**src/rtl/button_debouncer.sv**
```systemverilog
`default_nettype none
// ============================================================================
// Module      : button_debouncer
// Description : Debounces a raw asynchronous push-button into a clean level.
//               The input passes through a SYNC_STAGES-flop synchroniser. A
//               4-state FSM with a stability counter then qualifies each new
//               level over STABLE_CYCLES cycles before btn_level follows it.
//               When BUTTON_DEBOUNCER_AUTOREPEAT_EN is defined, holding the
//               button produces periodic single-cycle repeat_pulse strobes.
//               Otherwise repeat_pulse is tied to 0.
// Revision    : 1.0 - initial release
// ============================================================================
module button_debouncer #(
    parameter int STABLE_CYCLES = 1000000,
    parameter int SYNC_STAGES   = 2,
    parameter int REPEAT_DELAY  = 50000000,
    parameter int REPEAT_PERIOD = 10000000
) (
    input  logic clk,
    input  logic reset,
    input  logic btn_raw,
    output logic btn_level,
    output logic busy,
    output logic repeat_pulse
);

    // The counter only ever needs to reach STABLE_CYCLES-1, so it cannot wrap.
    localparam int c_cnt_w = ($clog2(STABLE_CYCLES) < 1) ? 1 : $clog2(STABLE_CYCLES);
    localparam logic [c_cnt_w-1:0] c_cnt_last = c_cnt_w'(STABLE_CYCLES - 1);

    typedef enum logic [1:0] {
        ST_IDLE_LOW  = 2'd0,
        ST_WAIT_HIGH = 2'd1,
        ST_IDLE_HIGH = 2'd2,
        ST_WAIT_LOW  = 2'd3
    } state_t;

    logic [SYNC_STAGES-1:0] r_sync;
    logic                   w_sync;
    state_t                 r_state;
    state_t                 w_state_nxt;
    logic [c_cnt_w-1:0]     r_cnt;
    logic [c_cnt_w-1:0]     w_cnt_nxt;

    // Metastability synchroniser: the only logic that samples btn_raw.
    always_ff @(posedge clk or posedge reset) begin
        if (reset) begin
            r_sync <= '0;
        end else begin
            r_sync <= {r_sync[SYNC_STAGES-2:0], btn_raw};
        end
    end

    assign w_sync = r_sync[SYNC_STAGES-1];

    // State and stability counter registers.
    always_ff @(posedge clk or posedge reset) begin
        if (reset) begin
            r_state <= ST_IDLE_LOW;
            r_cnt   <= '0;
        end else begin
            r_state <= w_state_nxt;
            r_cnt   <= w_cnt_nxt;
        end
    end

    // Next-state logic. A bounce has priority over the terminal count.
    always_comb begin
        w_state_nxt = r_state;
        w_cnt_nxt   = '0;
        case (r_state)
            ST_IDLE_LOW: begin
                if (w_sync) w_state_nxt = ST_WAIT_HIGH;
            end
            ST_WAIT_HIGH: begin
                if (!w_sync) begin
                    w_state_nxt = ST_IDLE_LOW;
                end else if (r_cnt == c_cnt_last) begin
                    w_state_nxt = ST_IDLE_HIGH;
                end else begin
                    w_cnt_nxt = r_cnt + 1'b1;
                end
            end
            ST_IDLE_HIGH: begin
                if (!w_sync) w_state_nxt = ST_WAIT_LOW;
            end
            ST_WAIT_LOW: begin
                if (w_sync) begin
                    w_state_nxt = ST_IDLE_HIGH;
                end else if (r_cnt == c_cnt_last) begin
                    w_state_nxt = ST_IDLE_LOW;
                end else begin
                    w_cnt_nxt = r_cnt + 1'b1;
                end
            end
            default: begin
                w_state_nxt = ST_IDLE_LOW;
            end
        endcase
    end

    // Registered level and busy flags, decoded from the current state.
    always_ff @(posedge clk or posedge reset) begin
        if (reset) begin
            btn_level <= 1'b0;
            busy      <= 1'b0;
        end else begin
            btn_level <= (r_state == ST_IDLE_HIGH) || (r_state == ST_WAIT_LOW);
            busy      <= (r_state == ST_WAIT_HIGH) || (r_state == ST_WAIT_LOW);
        end
    end

`ifdef BUTTON_DEBOUNCER_AUTOREPEAT_EN
    localparam int c_rep_max = (REPEAT_DELAY > REPEAT_PERIOD) ? REPEAT_DELAY : REPEAT_PERIOD;
    localparam int c_rep_w   = $clog2(c_rep_max + 1);

    logic [c_rep_w-1:0] r_rep_cnt;
    logic               r_rep_first;
    logic [c_rep_w-1:0] w_rep_target;
    logic               w_rep_hold;

    // The first strobe waits REPEAT_DELAY cycles; later strobes use REPEAT_PERIOD.
    assign w_rep_target = r_rep_first ? c_rep_w'(REPEAT_DELAY) : c_rep_w'(REPEAT_PERIOD);
    // Counting only continues while the FSM remains in IDLE_HIGH, so entering WAIT_LOW clears it.
    assign w_rep_hold   = (r_state == ST_IDLE_HIGH) && (w_state_nxt == ST_IDLE_HIGH);

    // Hold-to-repeat counter and strobe.
    always_ff @(posedge clk or posedge reset) begin
        if (reset) begin
            r_rep_cnt    <= '0;
            r_rep_first  <= 1'b1;
            repeat_pulse <= 1'b0;
        end else if (!w_rep_hold) begin
            r_rep_cnt    <= '0;
            r_rep_first  <= 1'b1;
            repeat_pulse <= 1'b0;
        end else if (r_rep_cnt == w_rep_target) begin
            r_rep_cnt    <= c_rep_w'(1);
            r_rep_first  <= 1'b0;
            repeat_pulse <= 1'b1;
        end else begin
            r_rep_cnt    <= r_rep_cnt + 1'b1;
            repeat_pulse <= 1'b0;
        end
    end
`else
    logic w_unused_rep_params;
    assign w_unused_rep_params = ^{REPEAT_DELAY[0], REPEAT_PERIOD[0]};
    assign repeat_pulse        = 1'b0;
`endif

endmodule
`default_nettype wire
```
**config.mk**
```make
export PLATFORM = sky130hd
export DESIGN_NAME = button_debouncer
export DESIGN_NICKNAME = d
export VERILOG_FILES = /design/src/rtl/button_debouncer.sv
export SDC_FILE = /design/constraint.sdc
export NUM_CORES = 1
export LEC_CHECK = 0
export CORE_MARGIN = 2
export CORE_UTILIZATION = 61
export CTS_BUF_LIST = sky130_fd_sc_hd__clkbuf_2 sky130_fd_sc_hd__clkbuf_4 sky130_fd_sc_hd__clkbuf_8
export CTS_CLUSTER_DIAMETER = 60
export DETAILED_ROUTE_END_ITERATION = 12
export PLACE_DENSITY = 0.81
export SYNTH_ARGS = -nofsm -noshare
export SYNTH_HDL_FRONTEND = slang
export SYNTH_SLANG_ARGS = --single-unit
```
**constraint.sdc**
```tcl
create_clock -name clk -period 2.8 [get_ports clk]
set_input_delay 0.42 -clock clk [delete_from_list [all_inputs] [get_ports clk]]
set_output_delay 0.42 -clock clk [all_outputs]
set_load 0.02 [all_outputs]
```
==> impl_metrics.ini <==
[power]
max-vdd-ir-drop_mv = 0.334
power.density_cell_area_mw_per_mm2 = 447
p_leak_uw = 0.000514

[flow_run]
max_cap_violations = 0

[yosys]
number_of_flops_mapped_to_enable_cells_by_yosys = 0
post_synth_and_or_nand_nor_area_fraction_pct = 24.0
async_flop_share_pct = 100
netlist_area_before_placement_mm2 = 0.00124
synth.area.mux_share_pct = 0.908
synth_sequential_area_ratio_pct = 52.5
number_of_warnings_reported_in_the_yosys_synthesis_log = 0
most_instantiated_flip_flop_cell_in_the_synthesis_netlist = sky130_fd_sc_hd__dfrtp_1
synth_cell_types = 32
synth.avg_cell_area_um2 = 10.0
combinational_family_with_the_most_area_after_synthesis = simple AND/OR/NAND/NOR gates
syn_inst_count = 124
yosys_register_bits = 26
synth_fa_ha_area_share_pct = 1.01
synthesis.nets = 128
synth_top_cell_by_area = sky130_fd_sc_hd__dfrtp_1
synth_area_leaders = sky130_fd_sc_hd__dfrtp_1 52%, sky130_fd_sc_hd__xnor2_1 5.7%, sky130_fd_sc_hd__nor2_1 5.1%
post-synth-top-area-fraction_pct = 52.5
synth-compound-area-share_pct = 7.16
synthXorXnorAreaFrac_pct = 9.18

[clock_network]
cts_repair_resize_count = 0
max-clock-path-buffers = 2
clk_pin_slew_ns = 0.13
clk_latency_ns = 0.32
clock_sink_count = 26
tritoncts = built
htree_num_levels = 1
cts_setup_buffers = 0
cts_buffer_count = 3
root_buffer = sky130_fd_sc_hd__clkbuf_4
cts_hold_repair.buffers = 0

[critical_path]
cp_slowest_cell = sky130_fd_sc_hd__or4_1
worst-endpoint-arrival_ns = 2.33
cp_num_buf_inv = 0
slowest_delay_ns = 0.56
timing.reg2reg.worst_path_depth = 5
worst_setup_path_end_kind = flip-flop
cp_cell_sequence = ha_1 > nand4_1 > or4_1 > nor3_1 > mux2_2
worstPathRequired_ns = 3.02
r2r_slack_ns = 0.69
worst_path_dominant_cell_family = simple AND/OR/NAND/NOR gates
crit_path_max_fo = 4
start_kind = flip-flop
worst_r2r_startpoint = r_cnt[0]
setup.worst_path.class = flip-flop to flip-flop

[detailed_routing]
ant_nets = 0
drtIter0Drc = 14
routed_wl_um = 2060
route.detailed.vias_per_inst = 5.63
routed-via-count = 862
first_pass_iters = 4
detail_route.wl_per_cell_um = 13.4
drcViolationCount = 0

[timing]
slew_viol_final = 0
fin_ws_ns = 0.686
final_min_period_over_clock_period_pct = 75.5
post-route-min-period_ns = 2.11
max_freq_mhz = 473
report.final.setup_viol = 0
final.setup_skew_ns = 0.00148
final_hold_viol_count = 0
rsz_0062_raised_after_global_routing = false
finalSetupTns_ns = 0

[floorplanning]
io_pins = 6
die-width_um = 49.1
fp.coreArea_mm2 = 0.00194
core.rowCount = 16
initial_core_util_pct = 63.9
die_height_um = 49.1
floorplan.die_area_mm2 = 0.00241

[min_path]
hold_end = r_sync[1]
whs_path_depth = 0
hold_path.class = flip-flop to flip-flop
hold_path_startpoint = r_sync[0]

[layout]
regArea_um2 = 651
antennaDiodeCount = 0
area_growth_syn_to_fin_pct = 6.96
drive_above_1_share_pct = 11.9
nets = 131
multi_input_area_um2 = 528
fillCellCount = 169

[global_routing]
antenna_found_initial = 0
grt_max_degree = 27
grt_pass1_vias = 871
gr-usage-all-layers_pct = 20.2
globalRoute.totalOverflow = 0
grt_pass1_wl_um = 3760

[run_status]
status = finished, final reports clean

[placed_design]
io_buffers = 4
place_congestion = 0.777
detailedPlace.worstSlack_ns = 0.704
dpl.hpwl_um = 1500
state kept, by name, indices dropped and copies added, names as in the netlist, named ones only:
name	cells
r_cnt	20
r_sync	2
btn_level	1
busy	1
r_state	1
cell families (layout without fill, tap and decap cells):
kind of cell               after synthesis  in the layout
xor gates and xnor gates                13             13
and+or+nand+nor                         55             55
adders and majority gates                1              1
DFF                                     26             26
buffers and inverters                   14             16
other                                    1              1
AOI/OAI and AO/OA                       13             13
muxes                                    1              1
cell usage after synthesis, types with 2 or more instances:
master,number
sky130_fd_sc_hd__nand3_1,6
sky130_fd_sc_hd__nand2_1,8
sky130_fd_sc_hd__inv_1,6
sky130_fd_sc_hd__nand4_1,3
sky130_fd_sc_hd__nand3b_1,2
sky130_fd_sc_hd__or4_4,2
sky130_fd_sc_hd__nor2_1,17
sky130_fd_sc_hd__xnor2_1,8
sky130_fd_sc_hd__a21oi_1,4
sky130_fd_sc_hd__nor4_1,4
sky130_fd_sc_hd__nor3_1,4
sky130_fd_sc_hd__xor2_1,5
sky130_fd_sc_hd__dfrtp_1,26
sky130_fd_sc_hd__o31ai_1,3
sky130_fd_sc_hd__buf_2,4
sky130_fd_sc_hd__or4_1,2
sky130_fd_sc_hd__clkbuf_1,3
sky130_fd_sc_hd__a21oi_2,2
sky130_fd_sc_hd__or3_1,2
cells in the final DEF (no fill, tap or decap), drive strengths merged:
master / count
dfrtp: 26
nor2: 17
xnor2: 8
nand2: 8
inv: 6
nand3: 6
a21oi: 6
xor2: 5
nor4: 4
nor3: 4
clkdlybuf4s50: 4
nand4: 4
clkbuf: 4
or4: 4
o31ai: 3
nand3b: 2
or3: 2
buf: 2
o21ai: 2
nor4b: 1
and4: 1
or2: 1
o41ai: 1
or3b: 1
a21bo: 1
mux2: 1
ha: 1
conb: 1
per-stage QoR:
step / power [uW] / instance area [um^2] / utilization (%) / cells / hold WS [ns]
after floorplan: 406 / 1240 / - / 124 / 0.331
after global placement: 413 / 1290 / 66.4 / 149 / 0.336
after detailed placement: 414 / 1290 / 66.4 / 149 / 0.340
after CTS: 597 / 1330 / 68.3 / 153 / 0.372
after global routing: 616 / 1330 / 68.3 / 153 / 0.386
final: 593 / 1330 / 68.3 / 153 / 0.371
final cells by class:
type	instances	area share [%]
Tap cell	27	2.55
Multi-Input combinational cell	84	39.8
Timing Repair Buffer	6	4.15
Sequential cell	26	49.1
Clock buffer	4	2.74
Inverter	6	1.70
where the power goes:
group	internal [uW]	switching [uW]	leakage, uW
combinational	7.71	16.4	0.000140
clock	79.5	107	0.0000210
sequential	380	2.26	0.000353
layer usage:
layer | global-route usage [%] | part of all wire, %
met3 | 3.07 | 1.3
met2 | 33.1 | 50
met5 | 0 | 0
met4 | 9.05 | 2.0
met1 | 26.3 | 46
how the worst max path moves through the flow:
stage,startpoint,end,slack (ns),depth (start not counted)
final,r_cnt[0],flip-flop,0.69,5
after global routing,r_cnt[0],flip-flop,0.53,5
after CTS,r_cnt[0],flip-flop,0.68,5
after detailed placement,r_cnt[0],flip-flop,0.70,5
after global placement,r_cnt[0],flip-flop,0.77,5
after floorplan,r_cnt[0],flip-flop,0.85,5
Note: power is estimated with default switching activity, not from simulation.
